$ cat src/rtl/output_pipeline_pkg.sv
// ---------------------------------------------------------------------------
// output_pipeline_pkg
//   Shared types and helpers for the output pipeline slice.
//   Contents:
//     state_t  - two-state controller encoding (IDLE, SHIFT)
//     cnt_w()  - word-counter width for a given frame depth
// ---------------------------------------------------------------------------
package output_pipeline_pkg;

  // IDLE: no frame in flight, out_valid low.
  // SHIFT: a frame word is being presented on out_stream.
  typedef enum logic {
    IDLE  = 1'b0,
    SHIFT = 1'b1
  } state_t;

  // Counter width needed to index DEPTH words. Never returns zero, so a
  // degenerate depth still yields a legal vector.
  function automatic int cnt_w(input int depth);
    return (depth > 1) ? $clog2(depth) : 1;
  endfunction

endpackage : output_pipeline_pkg

$ cat src/rtl/output_pipeline_ctrl.sv
// ---------------------------------------------------------------------------
// output_pipeline_ctrl
//   Control path of the output pipeline: IDLE/SHIFT state machine, word
//   counter, handshake and datapath strobes.
//
//   Ports:
//     clk         in   rising-edge clock
//     reset_n     in   asynchronous active-low reset
//     clk_ena     in   advance strobe shared with the downstream consumer
//     load_valid  in   frame offered by the producer
//     load_ready  out  frame can be accepted this cycle (combinational)
//     accept      out  load_valid & load_ready, loads the shift register
//     shift_en    out  move to the next word of the current frame
//     clear_en    out  last word consumed with no follow-on frame
//     out_valid   out  a frame word is on the output
//     out_last    out  the final word of the frame is on the output
// ---------------------------------------------------------------------------
module output_pipeline_ctrl
  import output_pipeline_pkg::*;
#(
  parameter int DEPTH = 35,
  parameter int CNT_W = cnt_w(DEPTH)
) (
  input  logic clk,
  input  logic reset_n,
  input  logic clk_ena,
  input  logic load_valid,
  output logic load_ready,
  output logic accept,
  output logic shift_en,
  output logic clear_en,
  output logic out_valid,
  output logic out_last
);

  localparam logic [CNT_W-1:0] LAST_IDX = CNT_W'(DEPTH - 1);

  state_t           state;
  logic [CNT_W-1:0] cnt;
  logic             at_last;

  assign at_last   = (cnt == LAST_IDX);
  assign out_valid = (state == SHIFT);
  assign out_last  = out_valid & at_last;

  // A new frame may enter either from idle, or in the very cycle the final
  // word of the current frame is consumed, which is what gives back-to-back
  // frames without a bubble. While stalled (clk_ena low) nothing is taken.
  assign load_ready = (state == IDLE) | (out_last & clk_ena);
  assign accept     = load_valid & load_ready;

  // Datapath strobes are mutually exclusive: accept wins at the frame
  // boundary, otherwise the consumed last word empties the register.
  assign shift_en = out_valid & clk_ena & ~at_last;
  assign clear_en = out_last & clk_ena & ~accept;

  // State machine and word counter. In IDLE the advance strobe is ignored,
  // so the first word appears one clock after accept regardless of clk_ena.
  // The counter stops at DEPTH-1 and restarts only on a fresh frame.
  always_ff @(posedge clk or negedge reset_n) begin
    if (!reset_n) begin
      state <= IDLE;
      cnt   <= '0;
    end else begin
      case (state)
        IDLE: begin
          if (accept) begin
            state <= SHIFT;
            cnt   <= '0;
          end
        end
        SHIFT: begin
          if (clk_ena) begin
            if (at_last) begin
              cnt <= '0;
              if (!accept) begin
                state <= IDLE;
              end
            end else begin
              cnt <= cnt + CNT_W'(1);
            end
          end
        end
        default: begin
          state <= IDLE;
          cnt   <= '0;
        end
      endcase
    end
  end

endmodule : output_pipeline_ctrl

$ cat src/rtl/output_pipeline.sv
// ---------------------------------------------------------------------------
// output_pipeline
//   Parallel-in, serial-out frame streamer. Accepts a DEPTH-word frame in a
//   single valid/ready handshake and presents it one WIDTH-bit word per
//   clk_ena-qualified cycle, word 0 first, to a downstream input pipeline.
//
//   Ports:
//     clk         in   rising-edge clock
//     reset_n     in   asynchronous active-low reset
//     clk_ena     in   advance strobe shared with the downstream consumer
//     load_valid  in   frame offered
//     load_ready  out  frame can be accepted this cycle (combinational)
//     load_data   in   frame, word k = load_data[k*WIDTH +: WIDTH]
//     out_stream  out  current word (registered), 0 when idle
//     out_valid   out  out_stream holds a frame word
//     out_last    out  out_stream holds word DEPTH-1
//     out_parity  out  only with OUTPUT_PIPELINE_PARITY_EN defined:
//                      registered ^out_stream while valid, 0 otherwise
//     busy        out  frame in flight (same as out_valid)
//
//   Build option: define OUTPUT_PIPELINE_PARITY_EN to add out_parity.
// ---------------------------------------------------------------------------
module output_pipeline
  import output_pipeline_pkg::*;
#(
  parameter int WIDTH = 1,
  parameter int DEPTH = 35
) (
  input  logic                   clk,
  input  logic                   reset_n,
  input  logic                   clk_ena,
  input  logic                   load_valid,
  output logic                   load_ready,
  input  logic [WIDTH*DEPTH-1:0] load_data,
  output logic [WIDTH-1:0]       out_stream,
  output logic                   out_valid,
  output logic                   out_last,
`ifdef OUTPUT_PIPELINE_PARITY_EN
  output logic                   out_parity,
`endif
  output logic                   busy
);

  localparam int CNT_W = cnt_w(DEPTH);

  logic                   accept;
  logic                   shift_en;
  logic                   clear_en;
  logic [WIDTH*DEPTH-1:0] shreg;

  output_pipeline_ctrl #(
    .DEPTH (DEPTH),
    .CNT_W (CNT_W)
  ) u_ctrl (
    .clk        (clk),
    .reset_n    (reset_n),
    .clk_ena    (clk_ena),
    .load_valid (load_valid),
    .load_ready (load_ready),
    .accept     (accept),
    .shift_en   (shift_en),
    .clear_en   (clear_en),
    .out_valid  (out_valid),
    .out_last   (out_last)
  );

  // Word 0 sits in the low slice, so out_stream is simply the bottom of the
  // register. Shifting down with zero fill means the register is all zero
  // by the time the last word is consumed; clear_en makes that explicit.
  always_ff @(posedge clk or negedge reset_n) begin
    if (!reset_n) begin
      shreg <= '0;
    end else if (accept) begin
      shreg <= load_data;
    end else if (shift_en) begin
      shreg <= shreg >> WIDTH;
    end else if (clear_en) begin
      shreg <= '0;
    end
  end

  assign out_stream = shreg[WIDTH-1:0];
  assign busy       = out_valid;

`ifdef OUTPUT_PIPELINE_PARITY_EN
  // Parity is computed from the word about to be presented so that it is
  // registered alongside out_stream rather than derived from it.
  always_ff @(posedge clk or negedge reset_n) begin
    if (!reset_n) begin
      out_parity <= 1'b0;
    end else if (accept) begin
      out_parity <= ^load_data[WIDTH-1:0];
    end else if (shift_en) begin
      out_parity <= ^shreg[2*WIDTH-1:WIDTH];
    end else if (clear_en) begin
      out_parity <= 1'b0;
    end
  end
`endif

endmodule : output_pipeline
$ cat config.mk
export PLATFORM = sky130hd
export DESIGN_NAME = output_pipeline
export DESIGN_NICKNAME = d
export VERILOG_FILES = /design/src/rtl/output_pipeline_pkg.sv /design/src/rtl/output_pipeline_ctrl.sv /design/src/rtl/output_pipeline.sv
export SDC_FILE = /design/constraint.sdc
export NUM_CORES = 1
export LEC_CHECK = 0
export ABC_AREA = 1
export BUFFER_PORTS_ARGS = -buffer_cell sky130_fd_sc_hd__buf_2
export CORE_ASPECT_RATIO = 1.4
export CORE_MARGIN = 1
export CORE_UTILIZATION = 30
export CTS_BUF_LIST = sky130_fd_sc_hd__clkbuf_8
export CTS_CLUSTER_DIAMETER = 100
export DETAILED_ROUTE_END_ITERATION = 12
export GPL_ROUTABILITY_DRIVEN = 0
export HOLD_SLACK_MARGIN = 0.06
export SLEW_MARGIN = 20
export SYNTH_ARGS = -nofsm -noshare
export SYNTH_HDL_FRONTEND = slang
export SYNTH_SLANG_ARGS = --single-unit
export TNS_END_PERCENT = 30
$ cat constraint.sdc
create_clock -name clk -period 1.4 [get_ports clk]
set_input_delay 0 -clock clk [delete_from_list [all_inputs] [get_ports clk]]
set_output_delay 0 -clock clk [all_outputs]
set_load 0.01 [all_outputs]
Word level (Yosys, flattened, before mapping)
Index checks and enable logic that the tools add are counted.
- reduce and logical (&&, ||, !) cells: 2
- add/sub/neg operators: 1
- bitwise logic cells: 10
- shift operators: 0
- order comparisons: 0
- multiply operators: 0
- multiplexer cells: 11
- eq/ne operators: 3
- divide/modulo/power cells: 0
- operators with widths (kind ; number):
    two-way mux 35 bit ; 3
    two-way mux 6 bit ; 3
    one-hot mux 6 bit (2 select lines) ; 1
    adder 6 x 1 -> 6 bit, second input constant ; 1
    AND 1 bit ; 6
    == test 6 bit, second input constant ; 1
    two-way mux 1 bit ; 3
    inverter 1 bit ; 3
    nonzero test 3 bit ; 1
    inequality test 2 x 1 -> 1 bit, second input constant ; 1
    inequality test 2 bit, second input constant ; 1
    one-hot mux 1 bit (2 select lines) ; 1
    AND reduction 2 bit ; 1
    bitwise OR 1 bit ; 1
- logic and storage cells: 30
- bits in read-only memories: 0
- output and inout bits: 5
- latch bits: 0
- memory bits (writable): 0
- input bits: 39
- register bits: 42
- memories: 0

Logic depth before layout (Yosys ltp)
Gate-level depths: netlist of run 1.
- depth after elaboration: 10
- gate-level depth with buffers: 10

Hierarchy
Synthesis of run 1 repeated with hierarchy kept, for this count alone.
- cell total of the unflattened synthesis: 362
- area total of the unflattened synthesis: 2469.9 um2
- by module, submodules not included (module ; area an instance (um2) ; seq. area each (um2) ; times used ; cells each):
    output_pipeline ; 1996.9 ; 875.8 ; 1 ; 297
    output_pipeline_ctrl ; 473.0 ; 175.2 ; 1 ; 65

Worst setup path after synthesis of run 1
Ideal clock, no wire load.
- kind: register to register
- start point: reg u_ctrl.cnt[0]
- end point: reg shreg[10]
- arrival: 1.260 ns
- setup time: 0.069 ns
- stages on the path, launching flop included: 10
- path slack: 0.071 ns
- clock period less this slack: 1.329 ns
- cell sequence: dfrtp_1 -> inv_1 -> ha_1 -> nand2_1 -> inv_1 -> nand4_1 -> nand2_2 -> buf_2 -> nand3_1 -> nand3_1
- cells in the longest elaborated chain, start to end: 8
- elaborated cells on any way between the ends: 12
- ends and longest elaborated chain (what ; RTL line ; text):
    start: declaration ; output_pipeline_ctrl.sv:39 ; logic [CNT_W-1:0] cnt;
    start signal: assignment ; output_pipeline_ctrl.sv:80 ; cnt <= cnt + CNT_W'(1);
    == test 6 bit * ; output_pipeline_ctrl.sv:42 ; assign at_last = (cnt == LAST_IDX);
    AND 1 bit ; output_pipeline_ctrl.sv:44 ; assign out_last = out_valid & at_last;
    AND 1 bit ; output_pipeline_ctrl.sv:49, output_pipeline_ctrl.sv:55 ;
    bitwise OR 1 bit ; output_pipeline_ctrl.sv:49 ; assign load_ready = (state == IDLE) | (out_last & clk_ena);
    AND 1 bit ; output_pipeline_ctrl.sv:50 ; assign accept = load_valid & load_ready;
    inverter 1 bit ; output_pipeline_ctrl.sv:55 ; assign clear_en = out_last & clk_ena & ~accept;
    AND 1 bit ; output_pipeline_ctrl.sv:55 ;
    nonzero test 3 bit (no line) ; n/a ;
    end signal: assignment ; output_pipeline.sv:74 ; shreg <= load_data;
    end signal: assignment ; output_pipeline.sv:76 ; shreg <= shreg >> WIDTH;
    end: declaration ; output_pipeline.sv:49 ; logic [WIDTH*DEPTH-1:0] shreg;
Mark *: on every way between the ends. The rest lies on a longest branch, timed or not.
A chain may end at the register's enable or synchronous reset.

Worst setup path in the final report of run 1
- start point: reg u_ctrl.cnt[0]
- end point: out load_ready
- cells in the longest elaborated chain, start to end: 4
- ends and longest elaborated chain (what ; RTL line ; text):
    == test 6 bit ; output_pipeline_ctrl.sv:42 ;
    AND 1 bit ; output_pipeline_ctrl.sv:44 ;
    AND 1 bit ; output_pipeline_ctrl.sv:49 ;
    bitwise OR 1 bit ; output_pipeline_ctrl.sv:49 ;
    end: declaration ; output_pipeline.sv:33 ; output logic load_ready,
No other way between the ends.

==> results of run 1 <==
what timing repair did:
action / CTS / global route
endpoints found under the hold margin: 78 / 0
hold buffers: 37 / 0
setup buffers: 4 / 1
pin swaps: 2 / 5
setup endpoints to repair: 4 / 39
gates resized for setup: 5 / 12
metrics by stage:
step                       util  hold slack [ps]  area (um^2)  std cells
after CTS                 0.441              174         2800        394
after global placement    0.363            -32.4         2300        346
after global routing      0.449              195         2840        395
after detailed placement  0.363            -31.8         2300        346
final                     0.449              170         2840        395
after floorplan               -             -296         2000        237
synth_stat cells (3+ instances only):
master    count
nand2_1      80
buf_6         6
o22ai_1       3
dfrtp_1      42
inv_1         5
nand3_1      72
clkbuf_1      4
buf_4         3
inv_2         3
path summary, 6_finish.rpt:
path / from / endpoint / slack [ps] / depth (start not counted)
min in group clk: clk_ena / u_ctrl.cnt[1] / 200 / 4
min: reset_n / u_ctrl.cnt[2] / 170 / 2
max in group asynchronous: reset_n / shreg[23] / 750 / 3
max: u_ctrl.cnt[0] / load_ready / -50 / 8
max reg2reg: u_ctrl.cnt[0] / shreg[30] / -40 / 10
min reg2reg: shreg[27] / shreg[26] / 490 / 2
flip-flops by register name, summed over array words and instances, names as in the netlist:
register and count:
shreg 35, u_ctrl.cnt 6, u_ctrl.out_valid 1
cell type report:
| cell class | count | area (um^2) | area share |
|---|---|---|---|
| Sequential cell | 42 | 1050 | 0.370 |
| Multi-Input combinational cell | 171 | 838 | 0.295 |
| Timing Repair Buffer | 94 | 742 | 0.261 |
| Tap cell | 72 | 90.1 | 0.0317 |
| Clock buffer | 5 | 68.8 | 0.0242 |
| Inverter | 9 | 43.8 | 0.0154 |
| Clock inverter | 2 | 10.0 | 0.00352 |
layer usage:
metal  vias to the layer above  wire, um
li1                        952         -
met5                         -         0
met4                         0        48
met1                       871      2320
met3                         6       190
met2                        45      2290
report_power, final:
group	leakage [nW]	total (W)	switching [W]	internal [W]
clock	0.0438	0.000742	0.000407	0.000335
sequential	0.565	0.00171	0.000204	0.00151
combinational	0.816	0.000803	0.000397	0.000406
total	1.42	0.00326	0.00101	0.00225
cell usage in the layout, fill, tap and decap left out, types with 4 or more instances in the layout:
cell type,count
clkbuf_8,5
buf_4,10
nand2_1,79
dlygate4sd3_1,37
dfrtp_1,42
buf_2,42
inv_1,4
nand3_2,6
nand3_1,67
logic make-up after synthesis:
group           count (synthesis)  synth area share
flops                          42             0.525
fa+ha+maj                       2            0.0125
simple gates                  160             0.356
buf+inv                        24            0.0756
xor+xnor                        2           0.00875
compound gates                  7            0.0225
==> key figures, run 1 <==
Run status
  • Outcome: finished, violations left
  • Failing checks: DRC, setup timing

STA
  • RSZ-0062 raised after global routing: true
  • Max Transition Viols Final: 0
  • Setup TNS: -254 ps
  • Post-layout minimum cycle time: 1450 ps
  • # setup viols final: 8
  • Final WS setup: -53.9 ps
  • Slew @ Worst Pin: 421 ps
  • Slew headroom: 0.720
  • Fin crit share: 1.04
  • Clock Skews: 4.13 ps
  • Final hold vios: 0
  • Fmax: 688 MHz

Placement
  • I/O Buffers: 43
  • Detailed placer's ending HPWL: 2960 um
  • Pre-CTS WS: 11.4 ps

Critical path
  • Slowest stage delay, CP: 380 ps
  • CP Capture Type: output pin
  • Worst path bufs/invs: 4
  • Delay-heaviest family, CP: flip-flops
  • Critical Path Start Type: flop
  • Slowest CP cell: dfrtp_1
  • Crit path cell chain: inv_1 -> ha_2 -> nand2_2 -> inv_2 -> nand4_1 -> nand2_2 -> buf_12 -> buf_6
  • Data arrival, critical path: 1450 ps
  • Crit Path Max Fanout: 6
  • WP data required: 1400 ps
  • Cell mode on critical path: nand2_2
  • Critical path type: reg2out

Yosys
  • Synthesized flop and latch total: 42
  • Dominant synthesized flop cell: dfrtp_1
  • Synth area leader: dfrtp_1
  • Netlist Area Pre-Place: 0.00200 mm^2
  • Syn nets: 278
  • Yosys top cell area share: 0.525
  • Post-synthesis cell count: 237
  • Syn Area/Cell: 8.45 um^2
  • Register area share after synthesis: 0.525
  • Largest cells by area after synthesis: dfrtp_1 (52%), nand3_1 (18%), nand2_1 (15%)
  • Asr flop ratio synth: 1.00
  • Number of flops mapped to enable cells by yosys: 0
  • Synth cell types: 22
  • Yosys warns: 0

Die
  • Die height: 98.7 um
  • Full die area: 0.00701 mm^2
  • Rows: 34
  • Die Width: 71.1 um
  • Ports: 44
  • Placeable Area: 0.00634 mm^2
  • Initial Util: 0.316

Clock network
  • Reg clk slew, reported paths: 80 ps
  • Root buf cell: clkbuf_8
  • TritonCTS clock tree: yes
  • Clock sinks: 42
  • Clk buf depth: 2
  • H-Tree Depth: 2
  • Clk_lat worst skew: 290 ps
  • Inserted Clock Buffers: 5

Pwr
  • Final total power: 0.00326 W
  • Pleak: 1.42 nW
  • Power Dens Cells: 1150 mW/mm^2
  • Worst IR Drop VDD: 474 uV

Global routing
  • Gr ovfl total: 0
  • Initial antenna violation count: 0
  • Vias in the first global route: 1786
  • Largest net degree at the start of global routing: 39
  • Met2 usage in global routing: 0.244
  • GRT met1 Usage: 0.185
  • Global-route wire length before repair: 8050 um
  • Grt peak-use layer: met2
  • Total GRT Usage: 0.144
  • Met3 usage: 0.0337

Drt
  • Drt wl/cell: 12.3 um
  • Wirelength, routed: 4850 um
  • DRT iter0 DRCs: 99
  • DR vias: 1874
  • 1st-pass router iterations: 10
  • DRT antenna net count: 0
  • # DRC: 4
  • Vias per std cell: 4.74

Cells and area
  • Fraction of layout cells with a size suffix above 1: 0.251
  • NumNets Final: 364
  • Area growth syn-to-layout: 42.0%
  • Diode count: 0
  • FILL cells: 637

Run
  • MaxCap Viol Count: 0

Worst hold path
  • Worst hold path type: in2async
(Power assumes the default switching activity.)
==> run 2, diff against run 1 <==
--- a/config.mk
+++ b/config.mk
@@ -5,9 +5,7 @@
 export SDC_FILE = /design/constraint.sdc
 export NUM_CORES = 1
 export LEC_CHECK = 0
-export ABC_AREA = 1
 export BUFFER_PORTS_ARGS = -buffer_cell sky130_fd_sc_hd__buf_2
-export CORE_ASPECT_RATIO = 1.4
 export CORE_MARGIN = 1
 export CORE_UTILIZATION = 30
 export CTS_BUF_LIST = sky130_fd_sc_hd__clkbuf_8
==> run 2 against run 1 <==
Against the previous run:
- the flow still finishes with violations (DRC, setup timing)
- routed wire length is 5.8% higher
- sequential power grew 20%
- clock skew is 2.9 ps higher
- critical path depth down 1
- synthesized area rose by 1.7%
- die area rose by 1.6%
- worst setup slack lost 140 ps
- largest cell class unchanged
==> key figures, run 2 <==
Cells and area
  • Fraction of layout cells with a size suffix above 1: 0.399
  • Diode count: 0
  • NumNets Final: 298
  • FILL cells: 589
  • Area growth syn-to-layout: 49.5%
  • Max reg flops: 35
  • Commonest non-fill, non-tap cell in the layout: buf_2
  • Most frequent cells in the layout: buf_2 (42), dfrtp_1 (39), dlygate4sd3_1 (37)
  • Largest Register: shreg

Yosys
  • Dominant synthesized flop cell: dfrtp_1
  • Synth area leader: dfrtp_1
  • Number of flops mapped to enable cells by yosys: 0
  • Asr flop ratio synth: 1.00
  • Yosys warns: 0
  • Synthesized flop and latch total: 42
  • Yosys top cell area share: 0.516
  • Largest cells by area after synthesis: dfrtp_1 (52%), a221o_1 (18%), and2_2 (6.3%)
  • Post-synth top cells: dfrtp_1 (42), a221o_1 (36), and2_1 (19)
  • Synth cell types: 32
  • Syn nets: 202
  • Register area share after synthesis: 0.516
  • Netlist Area Pre-Place: 0.00204 mm^2
  • Post-synthesis cell count: 161
  • Syn Area/Cell: 12.7 um^2
  • Count leader, synth: dfrtp_1

Critical path
  • Data arrival, critical path: 1820 ps
  • R2r startpoint: u_ctrl.cnt[0]
  • Crit Path Max Fanout: 8
  • WP data required: 1620 ps
  • Reg2Reg Depth: 7
  • Critical Path Start Type: flop
  • Slowest CP cell: dfrtp_1
  • Worst Setup EP: shreg[2]
  • CP Launch Point: u_ctrl.cnt[0]
  • Crit path cell chain: inv_2 -> ha_4 -> nand4_1 -> o41ai_4 -> buf_4 -> buf_12 -> a221o_1
  • CP Capture Type: flop
  • Critical path type: reg2reg
  • FF-to-FF End: shreg[2]
  • R2r setup slk: -200 ps
  • Slowest stage delay, CP: 390 ps

STA
  • Fmax: 626 MHz
  • Setup TNS: -6230 ps
  • RSZ-0062 raised after global routing: true
  • Final WS setup: -198 ps
  • Post-layout minimum cycle time: 1600 ps
  • Slew headroom: 0.706
  • Final hold vios: 0
  • Max Transition Viols Final: 0
  • # setup viols final: 38
  • Clock Skews: 6.98 ps
  • WHS: 65.5 ps
  • Fin crit share: 1.14
  • Slew @ Worst Pin: 441 ps

Global routing
  • Largest net degree at the start of global routing: 30
  • Initial antenna violation count: 0
  • Gr ovfl total: 0
  • Global-route wire length before repair: 8290 um
  • Total GRT Usage: 0.147
  • Vias in the first global route: 1741

Clock network
  • H-Tree Depth: 2
  • Clk buf depth: 2
  • Clk_lat worst skew: 290 ps
  • Clock sinks: 42
  • Reg clk slew, reported paths: 80 ps
  • TritonCTS clock tree: yes
  • Inserted Clock Buffers: 5
  • Root buf cell: clkbuf_8

Drt
  • Vias per std cell: 4.99
  • Drt wl/cell: 15.3 um
  • DR vias: 1672
  • DRT iter0 DRCs: 87
  • 1st-pass router iterations: 8
  • # DRC: 7
  • Wirelength, routed: 5140 um
  • DRT antenna net count: 0

Pwr
  • Worst IR Drop VDD: 690 uV
  • Pleak: 1.42 nW
  • Power Dens Cells: 1640 mW/mm^2
  • Final total power: 0.00499 W

Placement
  • I/O Buffers: 43
  • Detailed placer's ending HPWL: 3130 um
  • Pre-CTS WS: -165 ps

Worst hold path
  • Hold Startpoint: clk_ena
  • Worst hold path type: in2reg
  • Hold Crit Depth: 3

Run status
  • Failing checks: DRC, setup timing
  • Outcome: finished, violations left

Die
  • Rows: 29
  • Die Width: 84.4 um
  • Placeable Area: 0.00646 mm^2
  • Initial Util: 0.316
  • Die height: 84.4 um
  • Full die area: 0.00713 mm^2
  • Ports: 44

Run
  • MaxCap Viol Count: 0
## run 2: cell type report
type                       count  area (um^2)  area share
sequential                    42         1050       0.346
multi-input combinational    103          911       0.299
timing repair buffer         101          863       0.283
tap                           77         96.3      0.0316
clock buffer                   5         68.8      0.0226
clock inverter                 3         37.5      0.0123
inverter                       4         15.0     0.00493
## run 2: per-stage QoR
stage	cells	instance area [um^2]	util
after floorplan	161	2040	-
after global placement	286	2460	0.381
after detailed placement	286	2460	0.381
after CTS	331	2950	0.456
after global routing	335	3050	0.472
final	335	3050	0.472
## run 2: kinds of logic after synthesis
| family | after synthesis | share of synthesized area |
|---|---|---|
| buffers and inverters | 16 | 0.0589 |
| DFF | 42 | 0.516 |
| muxes | 2 | 0.0104 |
| AOI/OAI and AO/OA | 45 | 0.223 |
| and+or+nand+nor | 54 | 0.179 |
| adders and majority gates | 2 | 0.0123 |
## run 2: where the power goes
| part | internal (W) | switching, W | total (W) | leakage [nW] |
|---|---|---|---|---|
| Clock | 0.000520 | 0.000418 | 0.000938 | 0.0607 |
| Sequential | 0.00173 | 0.000327 | 0.00205 | 0.545 |
| Combinational | 0.00120 | 0.000796 | 0.00199 | 0.819 |
| Total | 0.00344 | 0.00154 | 0.00499 | 1.42 |
## run 2: routing by layer
metal	up-vias	routed length, um	global-route usage
met5	-	0	0
met4	0	40	0.0370
met3	4	179	0.0324
met2	39	2280	0.236
met1	823	2640	0.201
li1	806	-	-
## run 2: what timing repair did
item                                   CTS  global route
pin swaps                                0            14
setup buffers                            0             2
cloned                                   0             2
hold buffers                            37             0
gates resized for setup                  5            10
endpoints found under the hold margin   78             0
setup endpoints to repair               40            42
## run 2: how the worst min path moves through the flow
stage	endpoint	slack [ps]
3_3_place_gp	shreg[30]	-20
6_report	u_ctrl.out_valid	70
3_5_place_dp	u_ctrl.cnt[4]	-20
4_1_cts	u_ctrl.out_valid	90
5_1_grt	u_ctrl.out_valid	90
2_1_floorplan	shreg[0]	-300
## run 2: critical path, delay by kind of cell (launching register included)
kind                       cells  cell delay [ps]
DFF                            1              390
AOI/OAI and AO/OA              2              490
and+or+nand+nor                1              130
buffers and inverters          3              410
adders and majority gates      1              120
